## src/rtl/seq_divider_if.sv

```systemverilog
// Request/response bundle between a requester and the sequential 32-bit divider.
// The requester holds start_i until it sees ready_o, then drops it to release the result.
interface seq_divider_if;
  logic        signed_div_i;
  logic [31:0] opdata1_i;
  logic [31:0] opdata2_i;
  logic        start_i;
  logic        annul_i;
  logic [63:0] result_o;
  logic        ready_o;

  modport master (
    output signed_div_i, opdata1_i, opdata2_i, start_i, annul_i,
    input  result_o, ready_o
  );

  modport slave (
    input  signed_div_i, opdata1_i, opdata2_i, start_i, annul_i,
    output result_o, ready_o
  );
endinterface

```

## src/rtl/seq_divider.sv

```systemverilog
// Sequential restoring divider, 32/32 -> {remainder, quotient}, signed or unsigned.
// One quotient bit per cycle; result held while start_i stays high after completion.
module seq_divider (
  input  logic          clk,
  input  logic          rst,
  seq_divider_if.slave  bus
);

  typedef enum logic [1:0] {
    S_FREE    = 2'd0,
    S_BY_ZERO = 2'd1,
    S_ON      = 2'd2,
    S_END     = 2'd3
  } state_t;

  state_t      state;
  state_t      state_next;
  logic [5:0]  cnt;
  logic [64:0] work;
  logic [31:0] divisor;
  logic        neg_quo;
  logic        neg_rem;
  logic [63:0] result;
  logic        ready;

  logic [31:0] mag_a;
  logic [31:0] mag_b;
  logic [65:0] shifted;
  logic [33:0] trial;
  logic [64:0] work_step;
  logic [31:0] quo_final;
  logic [31:0] rem_final;
  logic        accept;

  assign accept = bus.start_i && !bus.annul_i;

  // Signed operands are reduced to magnitudes; signs are re-applied at the end.
  assign mag_a = (bus.signed_div_i && bus.opdata1_i[31]) ? (32'd0 - bus.opdata1_i) : bus.opdata1_i;
  assign mag_b = (bus.signed_div_i && bus.opdata2_i[31]) ? (32'd0 - bus.opdata2_i) : bus.opdata2_i;

  // Partial remainder never exceeds the divisor, so a 34-bit trial subtract shows borrow in bit 33.
  assign shifted   = {work, 1'b0};
  assign trial     = shifted[65:32] - {2'b00, divisor};
  assign work_step = trial[33] ? shifted[64:0] : {trial[32:0], work[30:0], 1'b1};

  assign quo_final = neg_quo ? (32'd0 - work[31:0])  : work[31:0];
  assign rem_final = neg_rem ? (32'd0 - work[63:32]) : work[63:32];

  always_ff @(posedge clk) begin
    if (rst) begin
      state <= S_FREE;
    end else begin
      state <= state_next;
    end
  end

  always_comb begin
    state_next = state;
    case (state)
      S_FREE: begin
        if (accept) begin
          state_next = (bus.opdata2_i == 32'd0) ? S_BY_ZERO : S_ON;
        end
      end
      S_BY_ZERO: state_next = S_END;
      S_ON: begin
        if (bus.annul_i) begin
          state_next = S_FREE;
        end else if (cnt == 6'd31) begin
          state_next = S_END;
        end
      end
      S_END: begin
        if (!bus.start_i) begin
          state_next = S_FREE;
        end
      end
      default: state_next = S_FREE;
    endcase
  end

  always_ff @(posedge clk) begin
    if (rst) begin
      cnt     <= 6'd0;
      work    <= 65'd0;
      divisor <= 32'd0;
      neg_quo <= 1'b0;
      neg_rem <= 1'b0;
      ready   <= 1'b0;
      result  <= 64'd0;
    end else begin
      ready  <= 1'b0;
      result <= 64'd0;
      case (state)
        S_FREE: begin
          if (accept) begin
            cnt <= 6'd0;
            if (bus.opdata2_i == 32'd0) begin
              work    <= 65'd0;
              divisor <= 32'd0;
              neg_quo <= 1'b0;
              neg_rem <= 1'b0;
            end else begin
              work    <= {33'd0, mag_a};
              divisor <= mag_b;
              neg_quo <= bus.signed_div_i && (bus.opdata1_i[31] ^ bus.opdata2_i[31]);
              neg_rem <= bus.signed_div_i && bus.opdata1_i[31];
            end
          end
        end
        S_ON: begin
          if (!bus.annul_i) begin
            work <= work_step;
            cnt  <= cnt + 6'd1;
          end
        end
        S_END: begin
          if (bus.start_i) begin
            ready  <= 1'b1;
            result <= {rem_final, quo_final};
          end
        end
        default: begin
          ready  <= 1'b0;
          result <= 64'd0;
        end
      endcase
    end
  end

  assign bus.ready_o  = ready;
  assign bus.result_o = result;

endmodule

```

## src/flat_wrapper.sv

```systemverilog
// flat-port wrapper written by rule: the top's interface ports become plain ports
module seq_divider_flat 
  (clk, rst, bus_signed_div_i, bus_opdata1_i, bus_opdata2_i, bus_start_i, bus_annul_i, bus_result_o, bus_ready_o);
  seq_divider_if bus_i ();
  input  logic clk;
  input  logic rst;
  input wire logic [$bits(bus_i.signed_div_i)-1:0] bus_signed_div_i;
  input wire logic [$bits(bus_i.opdata1_i)-1:0] bus_opdata1_i;
  input wire logic [$bits(bus_i.opdata2_i)-1:0] bus_opdata2_i;
  input wire logic [$bits(bus_i.start_i)-1:0] bus_start_i;
  input wire logic [$bits(bus_i.annul_i)-1:0] bus_annul_i;
  output wire logic [$bits(bus_i.result_o)-1:0] bus_result_o;
  output wire logic [$bits(bus_i.ready_o)-1:0] bus_ready_o;
  assign bus_i.signed_div_i = bus_signed_div_i;
  assign bus_i.opdata1_i = bus_opdata1_i;
  assign bus_i.opdata2_i = bus_opdata2_i;
  assign bus_i.start_i = bus_start_i;
  assign bus_i.annul_i = bus_annul_i;
  assign bus_result_o = bus_i.result_o;
  assign bus_ready_o = bus_i.ready_o;
  seq_divider u_core (.clk(clk), .rst(rst), .bus(bus_i));
endmodule
```

## config.mk

```make
export PLATFORM = sky130hd
export DESIGN_NAME = seq_divider_flat
export DESIGN_NICKNAME = d
export VERILOG_FILES = /design/src/rtl/seq_divider_if.sv /design/src/rtl/seq_divider.sv /design/src/flat_wrapper.sv
export SDC_FILE = /design/constraint.sdc
export NUM_CORES = 1
export LEC_CHECK = 0
export CAP_MARGIN = 25
export CORE_ASPECT_RATIO = 0.5
export CORE_MARGIN = 2
export CORE_UTILIZATION = 55
export CTS_CLUSTER_SIZE = 12
export DETAILED_ROUTE_END_ITERATION = 10
export PLACE_DENSITY_LB_ADDON = 0.15
export SETUP_SLACK_MARGIN = 0.15
export SLEW_MARGIN = 10
export SYNTH_ARGS = -nofsm -noshare
export SYNTH_HDL_FRONTEND = slang
export SYNTH_SLANG_ARGS = --single-unit
```

## constraint.sdc

```tcl
create_clock -name clk -period 4.1 [get_ports clk]
set_input_delay 0.41 -clock clk [delete_from_list [all_inputs] [get_ports clk]]
set_output_delay 0.41 -clock clk [all_outputs]
set_load 0.03 [all_outputs]
```

# After elaboration in Yosys (flattened, before gate mapping)
# Cells that the tools add are included.
totals:
  reg_bits: 172
  in_bits: 69
op_classes:
  addsub: 6
  eq_ne: 8
  n_mux: 22
  n_bitwise: 3
  n_reduce_logical: 13
op_table:
  columns: ["operator", "count"]
  rows:
  - ["two-way mux 65 bit", 3]
  - ["two-way mux 32 bit", 6]
  - ["one-hot mux 65 bit (2 select lines)", 1]
  - ["subtractor 1 x 32 -> 32 bit (first input constant)", 4]
  - ["subtractor 34 x 32 -> 34 bit", 1]
  - ["logical NOT 32 bit", 1]
  - ["two-way mux 6 bit", 2]
  - ["one-hot mux 6 bit (2 select lines)", 1]
  - ["two-way mux 2 bit", 5]
  - ["one-hot mux 2 bit (4 select lines)", 1]
  - ["adder 6 x 1 -> 6 bit (second input constant)", 1]
  - ["equality test 6 x 5 -> 1 bit (second input constant)", 1]
  - ["AND reduction 3 bit", 2]
  - ["equality test 2 bit (second input constant)", 2]
  - ["logical AND 1 bit", 4]
  - ["inequality test 2 bit (second input constant)", 2]
  - ["two-way mux 1 bit", 3]
  - ["inequality test 3 x 2 -> 1 bit (second input constant)", 1]
  - ["OR reduction 3 bit", 1]
  - ["equality test 2 x 1 -> 1 bit (second input constant)", 1]
  - ["logical NOT 2 bit", 1]
  - ["inequality test 2 x 1 -> 1 bit (second input constant)", 1]
  - ["inverter 1 bit", 2]
  - ["AND reduction 2 bit", 1]
  - ["other kinds (4)", 4]

# Longest topological paths before layout
# Gate-level depths: netlist of run 1.
logic_depth:
  word_depth: 5
  mapped_depth: 13

# Worst setup path after synthesis of run 1
# No wires, ideal clock.
synth_path:
  path_kind: "register -> register"
  startpoint: "reg u_core.work[39]"
  endpoint: "reg u_core.work[45]"
  setup_time_ps: 129
  t_arrival_ps: 2802
  t_required_ps: 3971
  setup_slack_ps: 1170
  stages_incl_launch_ff: 12
  path_buffers: 1
  period_less_slack_ps: 2930
  path_cell_list: "dfxtp_1 > ha_1 > nand2_1 > o21ai_0 > nor2_1 > a21oi_1 > a21boi_2 > o41a_4 > xnor2_4 > buf_6 > mux2i_1 > o21ai_0"
synth_between:
  elab_chain_cells: 4
synth_lines:
  columns: ["element", "line", "source"]
  rows:
  - ["start, declared", "seq_divider.sv:19", "logic [64:0] work;"]
  - ["start signal, assigned", "seq_divider.sv:104", "work <= {33'd0, mag_a};"]
  - ["start signal, assigned", "seq_divider.sv:113", "work <= work_step;"]
  - ["subtractor 34 x 32 -> 34 bit", "seq_divider.sv:43", "assign trial = shifted[65:32] - {2'b00, divisor};"]
  - ["two-way mux 65 bit", "seq_divider.sv:44", "assign work_step = trial[33] ? shifted[64:0] : {trial[32:0], work[30:0], 1'b1};"]
  - ["two-way mux 65 bit", "seq_divider.sv:112", "if (!bus.annul_i) begin"]
  - ["one-hot mux 65 bit (2 select lines)", "seq_divider.sv:94", "case (state)"]
# Every way passes these cells. The select of a mux whose other input is x is not followed.
# A chain may end at the register's enable or synchronous reset.

# Worst setup path in the final report of run 1
layout_path:
  startpoint: "reg u_core.work[39]"
  endpoint: "reg u_core.work[47]"
# The elaborated chain is that of the path after synthesis.

==> metrics.md, run 1 <==
| Metric | Value |
|---|---|
| Post-route ant nets | `0` |
| Least-Margin Pin Slew | `991 ps` |
| RR Startpoint | `u_core.work[39]$_SDFFE_PP0P_` |
| Yosys cell types | `75` |
| Row count | `35` |
| Synth cell count leaders | `dfxtp_1, nor2_1, nand2_1, xor2_1, o21ai_0` |
| FF-to-FF End | `u_core.work[47]$_SDFFE_PP0P_` |
| Part of the Yosys area used for sequential elements | `33.7%` |
| Fin Hold WS | `487 ps` |
| Final setup viols | `0` |
| Area Overhead vs Synth | `20.5%` |
| Reg power frac | `37.6%` |
| # DRC | `0` |
| Min cycle time layout | `3460 ps` |
| CTS buffer count | `17` |
| Post-synth EDFFs | `0` |
| Max Fanout on Critical Path | `20` |
| R2R depth | `12` |
| WP data required | `4420 ps` |
| Fin. max-slew vios | `0` |
| Switching part of the total | `33.6%` |
| Worst IR Drop VDD | `0.402 mV` |
| Number of clock sinks | `172` |
| Fin crit share | `84.3%` |
| Count leader, synth | `dfxtp_1` |
| Final net count | `1,468` |
| Die width | `197 um` |
| Setup Crit Path Kind | `flip-flop to flip-flop` |
| Pre-CTS setup slack | `296 ps` |
| First-pass GRT wire length | `43,700 um` |
| Max Root-Sink Buffers | `2` |
| Via-per-instance ratio | `5.86` |
| Core ar. | `0.0183 mm2` |
| Largest net degree at the start of global routing | `39` |
| Primary FF master, synth | `dfxtp_1` |
| Via count | `9,452` |
| Pint | `0.00316 W` |
| DR iter-0 viols | `596` |
| Total power | `0.00476 W` |
| HPWL after detailed placement | `19,700 um` |
| Worst hold path endpoint | `u_core.divisor[30]$_SDFFE_PP0P_` |
| H-tree Lvls | `4` |
| Psw | `0.00160 W` |
| Critical-path cell list | `ha_1 -> nand3_1 -> nor2_1 -> a31oi_1 -> a21oi_1 -> buf_4 -> a21boi_2 -> o41a_4 -> xnor2_4 -> buf_12 -> mux2i_1 -> o21ai_0` |
| Die height | `100 um` |
| Reg2Reg Setup Slack | `640 ps` |
| Power density over the cells | `387 mW/mm2` |
| Critical path's slowest cell | `o41a_4` |
| Initial core utilization | `55.8%` |
| Vias in the first global route | `8,799` |
| Final std cell area, no fill | `0.0123 mm2` |
| Pre-antenna DRT Iters | `5` |
| CTS Root Cell | `clkbuf_16` |
| Clock transition at path regs | `80 ps` |
| Net Count, Synth | `1,361` |
| Cells after Synth | `1,254` |
| CP endpoint kind | `flip-flop` |
| Ys Warns | `0` |
| DP Area | `0.0117 mm2` |
| Crit start category | `flip-flop` |
| Die area | `0.0197 mm2` |
| Worst hold-check path type | `flip-flop to flip-flop` |
| FMAX | `289 MHz` |
| Placer Congestion | `0.893` |
| Total wire length | `26,900 um` |
| Setup bufs post-CTS | `0` |
| Cell area after synthesis | `0.0102 mm2` |
| Gr usage total | `27.5%` |
| P_leak | `4.58 nW` |
| Comb power frac | `28.8%` |
| Slew headroom | `33.4%` |
| Top cells by area, synth | `dfxtp_1, xor2_1, nor2_1, ha_1, o21ai_0` |
| Crit path arrival time | `3780 ps` |
| Min-Delay Startpoint | `u_core.divisor[30]$_SDFFE_PP0P_` |
| Synth top area share | `33.7%` |
| Synth Area per Inst | `8.14 um2` |
| Max_cap viols | `0` |
| Worst-Skew Late Latency | `440 ps` |
| Setup TNS | `0 ps` |
| Antenna violations before repair | `0` |
| CP max stage delay | `520 ps` |
| Final worst setup slack | `643 ps` |
| Post_cts resized | `0` |
| Cts hold-fix bufs | `0` |
| Hold path cells | `2` |
| Final Hold Fails | `0` |
| GRT overflow | `0` |
| Layout cells sized above 1 | `5.90%` |
| CTS tree | `yes` |
| I/O Pins | `134` |
| Clock skew | `12.1 ps` |
| Run status | `completed` |
| Ant diodes | `0` |
| Unrepaired setup endpoints after global routing | `no` |
| Clock Power Share | `33.5%` |
| #FFs+latches synth | `172` |
| Post-synth ARST share | `0%` |
| Port Buffers | `133` |
| Synth area leader | `dfxtp_1` |
| Routed WL per cell | `16.7 um` |
[layer usage]
| layer | vias up | part of all wire, % | GRT usage [%] |
|---|---|---|---|
| met5 | - | 0 | 0 |
| met4 | 0 | 0.96 | 6.36 |
| met3 | 29 | 5.5 | 5.01 |
| met2 | 268 | 46 | 45.9 |
| met1 | 4484 | 47 | 37.3 |
| li1 | 4671 | - | - |
[layout make-up]
class	instances	area [um2]
clock inverters	15	151
multi-input cells	959	6250
repair buffers	157	1540
clock buffers	17	425
flip-flops and latches	172	3440
fillers	1543	6000
well taps	240	300
inverters	54	203
[power groups by stage]
stage / Clock (W) / Combinational, W / Sequential, W
after CTS: 0.00162 / 0.00135 / 0.00179
after detailed placement: 0 / 0.00134 / 0.00183
final: 0.00160 / 0.00137 / 0.00179
after global routing: 0.00170 / 0.00149 / 0.00180
after global placement: 0 / 0.00131 / 0.00183
after floorplan: 0 / 0.00101 / 0.00181
[worst max-delay path by stage]
stage	endpoint	slack, ps	startpoint	depth (start not counted)
2_1_floorplan	u_core.work[45]$_SDFFE_PP0P_	1170	u_core.work[39]$_SDFFE_PP0P_	11
3_3_place_gp	u_core.work[29]$_SDFFE_PP0P_	430	bus_opdata2_i[2]	11
3_5_place_dp	u_core.work[29]$_SDFFE_PP0P_	300	bus_opdata2_i[2]	11
4_1_cts	u_core.work[49]$_SDFFE_PP0P_	640	u_core.work[34]$_SDFFE_PP0P_	12
5_1_grt	u_core.work[30]$_SDFFE_PP0P_	330	bus_opdata2_i[2]	11
6_report	u_core.work[47]$_SDFFE_PP0P_	640	u_core.work[39]$_SDFFE_PP0P_	12
[critical path: cells and delay by family (launching register included)]
family | cells | cell delay (ps)
compound gates | 5 | 1100
xor+xnor | 1 | 390
fa+ha+maj | 1 | 450
buf+inv | 2 | 410
flops | 1 | 390
mux | 1 | 210
simple gates | 2 | 340
[metrics by stage]
step | utilization (%) | instances
floorplan | - | 1254
global placement | 63.9 | 1580
detailed placement | 63.9 | 1580
CTS | 67.1 | 1612
global route | 67.2 | 1614
finish | 67.2 | 1614
[state kept, by name (all words and copies together) (netlist names)]
| signal | cells |
|---|---|
| u_core.neg_rem | 1 |
| u_core.state | 2 |
| u_core.divisor | 32 |
| u_core.bus.result_o | 64 |
| u_core.cnt | 6 |
| u_core.bus.ready_o | 1 |
| u_core.neg_quo | 1 |
| u_core.work | 65 |
[cell families (layout without fill, tap and decap cells)]
kind of cell	after synthesis	in the layout	share of synthesized area [%]
muxes	32	32	3.15
and+or+nand+nor	413	413	19.3
buffers and inverters	123	243	5.30
xor gates and xnor gates	149	149	13.0
DFF	172	172	33.7
adders and majority gates	38	38	4.73
AOI/OAI and AO/OA	327	327	20.9
[cells in the final DEF (no fill, tap or decap), types with 21 or more instances in the layout]
master / n
a21oi_1: 62
a221oi_1: 21
buf_4: 21
clkdlybuf4s50_1: 133
dfxtp_1: 172
ha_1: 37
inv_1: 54
mux2i_1: 31
nand2_1: 105
nor2_1: 151
nor3_1: 38
o21ai_0: 92
o22ai_1: 30
o31ai_1: 23
xnor2_1: 52
xor2_1: 96
Note: power is estimated with default switching activity, not from simulation.
==> inputs of run 2 (changes only) <==
Clock period 4.1 ns to 3.44 ns, I/O delays scaled along.
==> run 2 against run 1 <==
Fmax is 11% higher. Final cell count is 1.1% higher. Design area is 1.6% higher. Wire length is 0.74% higher. Setup slack worse by 310 ps. Highest routed layer unchanged.
==> metrics.md, run 2 (synthesized netlist as in run 1, its figures left out) <==
| Metric | Value |
|---|---|
| Run status | `completed` |
| Via count | `9,698 (+2.6%)` |
| Power density over the cells | `461 mW/mm2 (+19%)` |
| Worst-Skew Late Latency | `440 ps (about the same)` |
| Total power | `0.00576 W (+21%)` |
| Final net count | `1,486 (+1.2%)` |
| Least-Margin Pin Slew | `729 ps (-262 ps)` |
| Die width | `197 um (unchanged)` |
| Row count | `35 (unchanged)` |
| Placed cells | `1,597 (+1.1%)` |
| Die height | `100 um (unchanged)` |
| Worst IR Drop VDD | `0.344 mV (-14%)` |
| Register area | `0.00344 mm2 (about the same)` |
| CTS tree | `yes` |
| Core ar. | `0.0183 mm2 (unchanged)` |
| Post-route ant nets | `0 (unchanged)` |
| Clock skew | `15.1 ps (+2.92 ps)` |
| # DRC | `0 (unchanged)` |
| CTS buffer count | `17 (unchanged)` |
| Commonest non-fill, non-tap cell in the layout | `dfxtp_1` |
| Multi-input combinational cell area | `0.00627 mm2 (+0.46%)` |
| Setup bufs post-CTS | `0 (unchanged)` |
| Fin. max-slew vios | `0 (unchanged)` |
| CTS Root Cell | `clkbuf_16` |
| Max Root-Sink Buffers | `2 (unchanged)` |
| Layout cells sized above 1 | `7.61% (+1.7 points)` |
| Post_cts resized | `0 (unchanged)` |
| Final setup viols | `0 (unchanged)` |
| Crit path arrival time | `3470 ps (-310 ps)` |
| Area Overhead vs Synth | `22.4%` |
| Commonest cells after routing, fill and taps aside | `dfxtp_1, nor2_1, clkdlybuf4s50_1` |
| HPWL after detailed placement | `19,800 um (+0.71%)` |
| First-pass GRT wire length | `44,500 um (+1.7%)` |
| DR iter-0 viols | `765 (+28%)` |
| Final Instance Count excl. Fillers | `1,632 (+1.1%)` |
| I/O Pins | `134 (unchanged)` |
| P_leak | `4.69 nW (+2.4%)` |
| Via-per-instance ratio | `5.94 (+1.5%)` |
| Worst hold-check path type | `flip-flop to flip-flop` |
| Port Buffers | `133 (unchanged)` |
| Pre-antenna DRT Iters | `6 (+1)` |
| Min-Delay Startpoint | `u_core.divisor[30]$_SDFFE_PP0P_` |
| Fin crit share | `90.3% (+6.0 points)` |
| Placer Congestion | `0.917 (+2.8%)` |
| H-tree Lvls | `4 (unchanged)` |
| Largest register FFs | `65 (unchanged)` |
| Setup Crit Path Kind | `flip-flop to flip-flop` |
| Vias in the first global route | `9,137 (+3.8%)` |
| Max Fanout on Critical Path | `3 (-85%)` |
| Final Hold Fails | `0 (unchanged)` |
| RR Startpoint | `u_core.work[31]$_SDFFE_PP0P_` |
| Clock transition at path regs | `70 ps (about the same)` |
| Max_cap viols | `0 (unchanged)` |
| Die area | `0.0197 mm2 (unchanged)` |
| Setup TNS | `0 ps (unchanged)` |
| Slew headroom | `51.4% (+18 points)` |
| Min cycle time layout | `3110 ps (-350 ps)` |
| Critical path startpoint | `u_core.work[31]$_SDFFE_PP0P_` |
| GRT overflow | `0 (unchanged)` |
| Antenna violations before repair | `0 (unchanged)` |
| Gr usage total | `27.9% (+0.38 points)` |
| CP endpoint kind | `flip-flop` |
| Cts hold-fix bufs | `0 (unchanged)` |
| Routed WL per cell | `16.6 um (-0.38%)` |
| Initial core utilization | `55.8% (unchanged)` |
| Layout fillers | `1,513 (-1.9%)` |
| Fin Hold WS | `486 ps (-0.160 ps)` |
| FMAX | `322 MHz (+11%)` |
| Largest reg by FF count | `u_core.work` |
| Crit start category | `flip-flop` |
| Number of clock sinks | `172 (unchanged)` |
| Total wire length | `27,100 um (+0.74%)` |
| WP data required | `3800 ps (-620 ps)` |
| Unrepaired setup endpoints after global routing | `no` |
| Largest net degree at the start of global routing | `39 (unchanged)` |
| Ant diodes | `0 (unchanged)` |
-- run 2: worst max-delay path: stages, from the launching register on --
cell      delay (ps)
dfxtp_1          310
inv_1            120
ha_1             180
inv_1             50
fa_1             440
a211oi_2         270
o21ai_0          190
nand4_1          180
a21o_1           190
a21boi_0         180
o31a_1           330
a31oi_1          310
a41oi_1          160
o211ai_1         110
-- run 2: report_power, final --
part / internal (W) / switching (W) / total, W
clock network: 0.00105 / 0.000915 / 0.00197
registers: 0.00206 / 0.0000765 / 0.00213
logic: 0.000772 / 0.000889 / 0.00166
-- run 2: layout make-up --
cell class	count	share of cell area [%]
clock buffers	18	3.51
clock inverters	14	1.22
inverters	54	1.62
multi-input cells	959	50.2
flip-flops and latches	172	27.6
well taps	240	2.40
repair buffers	175	13.5
-- run 2: path summary, 6_finish.rpt --
| path | slack (ps) | cells past startpoint | to |
|---|---|---|---|
| max | 330 | 13 | u_core.work[64]$_SDFFE_PP0P_ |
| min | 490 | 2 | u_core.divisor[30]$_SDFFE_PP0P_ |
| max reg2reg | 330 | 13 | u_core.work[64]$_SDFFE_PP0P_ |
| min reg2reg | 490 | 2 | u_core.divisor[30]$_SDFFE_PP0P_ |
-- run 2: layer usage --
layer / vias to the layer above / global-route usage (%) / share of wire, %
met5: - / 0 / 0
met4: 0 / 10.0 / 1.9
met3: 43 / 5.41 / 7.0
met2: 346 / 46.3 / 46
met1: 4590 / 36.5 / 45
li1: 4719 / - / -
-- run 2: stage by stage --
stage	setup WS, ps	util [%]	area (um2)
detailed placement	166	64.7	11800
finish	334	68.3	12500
global placement	246	64.7	11800
global route	158	68.3	12500
CTS	278	67.9	12400
floorplan	510	-	10200
==> inputs of run 3 (changes only) <==
==> constraint.sdc (replaced) <==
create_clock -name clk -period 3.44 [get_ports clk]
set_input_delay 0.516 -clock clk [delete_from_list [all_inputs] [get_ports clk]]
set_output_delay 0.516 -clock clk [all_outputs]
set_load 0.03 [all_outputs]
==> run 3 against run 2 <==
Critical path depth decreased by 1. Final cell count shrank 0.25%. Largest power group unchanged. Sequential power hardly changed. Via count rose by 0.23%. Worst hold slack improved by 7.4 ps. Register-to-register slack about the same. Utilization grew 0.12 points. Largest cell class unchanged. Highest routed layer unchanged. Non-clock buffer count is 3 lower. Count of clock-buffer cells in the layout decreased by 1. Sequential share of layout area barely moved. Critical path type unchanged. Die area is the same.
==> metrics.md, run 3 (synthesized netlist as in run 1, its figures left out) <==
| Metric | Value |
|---|---|
| Run status | `completed` |
| Via count | `9,720 (+0.23%)` |
| Vias in the first global route | `8,771 (-4.0%)` |
| CTS Root Cell | `clkbuf_16` |
| Row count | `35 (unchanged)` |
| Die height | `100 um (unchanged)` |
| I/O Pins | `134 (unchanged)` |
| Final Instance Count excl. Fillers | `1,628 (-0.25%)` |
| Die area | `0.0197 mm2 (unchanged)` |
| Largest net degree at the start of global routing | `49 (+26%)` |
| Reg2Reg Setup Slack | `340 ps (about the same)` |
| Crit path arrival time | `3420 ps (-50 ps)` |
| RR Startpoint | `u_core.work[33]$_SDFFE_PP0P_` |
| Final net count | `1,483 (-0.20%)` |
| Min cycle time layout | `3100 ps (-5.49 ps)` |
| Least-Margin Pin Slew | `847 ps (+118 ps)` |
| Slew headroom | `43.5% (-7.9 points)` |
| Crit start category | `flip-flop` |
| Layout cells sized above 1 | `7.42% (-0.19 points)` |
| Port Buffers | `133 (unchanged)` |
| Final setup viols | `0 (unchanged)` |
| Commonest non-fill, non-tap cell in the layout | `dfxtp_1` |
| Setup TNS | `0 ps (unchanged)` |
| Clock transition at path regs | `70 ps (about the same)` |
| Number of clock sinks | `172 (unchanged)` |
| Pre-antenna DRT Iters | `5 (-1)` |
| Max_cap viols | `0 (unchanged)` |
| Layout fillers | `1,545 (+2.1%)` |
| HPWL after detailed placement | `20,000 um (+0.80%)` |
| Gr usage total | `27.9% (+0.028 points)` |
| FMAX | `322 MHz (+0.18%)` |
| Via-per-instance ratio | `5.97 (+0.47%)` |
| Power density over the cells | `468 mW/mm2 (+1.5%)` |
| Critical Path Sink | `u_core.work[37]$_SDFFE_PP0P_` |
| Final Hold Fails | `0 (unchanged)` |
| DR iter-0 viols | `740 (-3.3%)` |
| P_leak | `4.68 nW (about the same)` |
| CTS buffer count | `17 (unchanged)` |
| Clock skew | `11.9 ps (-3.12 ps)` |
| # DRC | `0 (unchanged)` |
| FF-to-FF End | `u_core.work[37]$_SDFFE_PP0P_` |
| First-pass GRT wire length | `44,000 um (-1.1%)` |
| Ant diodes | `0 (unchanged)` |
| Antenna violations before repair | `0 (unchanged)` |
| Largest reg by FF count | `u_core.work` |
| R2R depth | `12 (-1)` |
| Cts hold-fix bufs | `0 (unchanged)` |
| Fin. max-slew vios | `0 (unchanged)` |
| Initial core utilization | `55.8% (unchanged)` |
| Worst hold-check path type | `flip-flop to flip-flop` |
| Commonest cells after routing, fill and taps aside | `dfxtp_1, nor2_1, clkdlybuf4s50_1` |
| H-tree Lvls | `4 (unchanged)` |
| Multi-input combinational cell area | `0.00629 mm2 (+0.18%)` |
| Placed cells | `1,593 (-0.25%)` |
| Critical path startpoint | `u_core.work[33]$_SDFFE_PP0P_` |
| Die width | `197 um (unchanged)` |
| Worst IR Drop VDD | `0.364 mV (+5.9%)` |
| Largest register FFs | `65 (unchanged)` |
| Max Root-Sink Buffers | `2 (unchanged)` |
| Post-route ant nets | `0 (unchanged)` |
| Area Overhead vs Synth | `22.6%` |
| CP endpoint kind | `flip-flop` |
| Placer Congestion | `0.923 (+0.59%)` |
| CTS tree | `yes` |
| Register area | `0.00344 mm2 (unchanged)` |
| Setup Crit Path Kind | `flip-flop to flip-flop` |
| Routed WL per cell | `16.9 um (+1.9%)` |
| Worst-Skew Late Latency | `430 ps (about the same)` |
| Fin crit share | `90.1% (-0.16 points)` |
| Unrepaired setup endpoints after global routing | `no` |
| Total wire length | `27,600 um (+1.7%)` |
| GRT overflow | `0 (unchanged)` |
| Core ar. | `0.0183 mm2 (unchanged)` |
| Max Fanout on Critical Path | `14 (+11)` |
| WP data required | `3760 ps (-40 ps)` |
[run 3: cell count changes in the layout (fill, tap and decap cells not counted), moves of 2 or more]
cell and delta:
inv_6 +3, buf_4 -3, inv_8 -5, bufinv_16 +2
[run 3: how the worst min path moves through the flow]
stage	endpoint	start	cells past startpoint
3_5_place_dp	u_core.divisor[25]$_SDFFE_PP0P_	u_core.divisor[25]$_SDFFE_PP0P_	2
6_report	u_core.divisor[3]$_SDFFE_PP0P_	u_core.divisor[3]$_SDFFE_PP0P_	2
5_1_grt	u_core.divisor[5]$_SDFFE_PP0P_	u_core.divisor[5]$_SDFFE_PP0P_	2
2_1_floorplan	u_core.divisor[0]$_SDFFE_PP0P_	u_core.divisor[0]$_SDFFE_PP0P_	2
4_1_cts	u_core.divisor[9]$_SDFFE_PP0P_	u_core.divisor[9]$_SDFFE_PP0P_	2
3_3_place_gp	u_core.cnt[5]$_SDFFE_PP0P_	u_core.cnt[5]$_SDFFE_PP0P_	2
[run 3: area by class of cell]
class | count | area share (%)
sequential | 172 | 27.5
inverter | 54 | 1.62
tap | 240 | 2.40
clock buffer | 17 | 3.40
multi-input combinational | 959 | 50.2
clock inverter | 14 | 1.45
timing repair buffer | 172 | 13.4
[run 3: worst max-delay path, stage by stage (launching register included)]
cell and delay (ps):
dfxtp_1 370, ha_1 390, o21ai_0 130, a21oi_2 220, a31oi_1 190, a21oi_2 230
a21boi_4 100, o41a_4 510, xnor2_4 210, buf_12 190, buf_4 160, mux2i_1 190
o21ai_0 90
[run 3: per-layer routing]
metal | up-vias | routed length [um] | global-route usage, %
met1 | 4571 | 12800 | 37.8
met4 | 0 | 461 | 7.81
met2 | 387 | 12500 | 46.8
met3 | 50 | 1820 | 4.30
met5 | - | 0 | 0
li1 | 4712 | - | -
[run 3: repair_timing]
action,in CTS,in global routing
endpoints found under the setup margin,6,23
gates resized for setup,1,12
setup buffers,0,1
[run 3: through the flow]
| step | power [W] | hold slack (ps) | utilization, % | cell area (um2) | worst slack (ps) |
|---|---|---|---|---|---|
| floorplan | 0.00336 | 432 | - | 10200 | 510 |
| global placement | 0.00376 | 466 | 64.5 | 11800 | 117 |
| detailed placement | 0.00380 | 480 | 64.5 | 11800 | 16.3 |
| CTS | 0.00583 | 491 | 67.9 | 12400 | 203 |
| global route | 0.00611 | 515 | 68.4 | 12500 | 155 |
| finish | 0.00586 | 494 | 68.4 | 12500 | 339 |
[run 3: report_power, final]
group	leakage, nW	switching [W]	total (W)	internal (W)
logic	3.00	0.000910	0.00169	0.000781
clock network	0.284	0.000875	0.00203	0.00115
registers	1.40	0.0000782	0.00214	0.00206
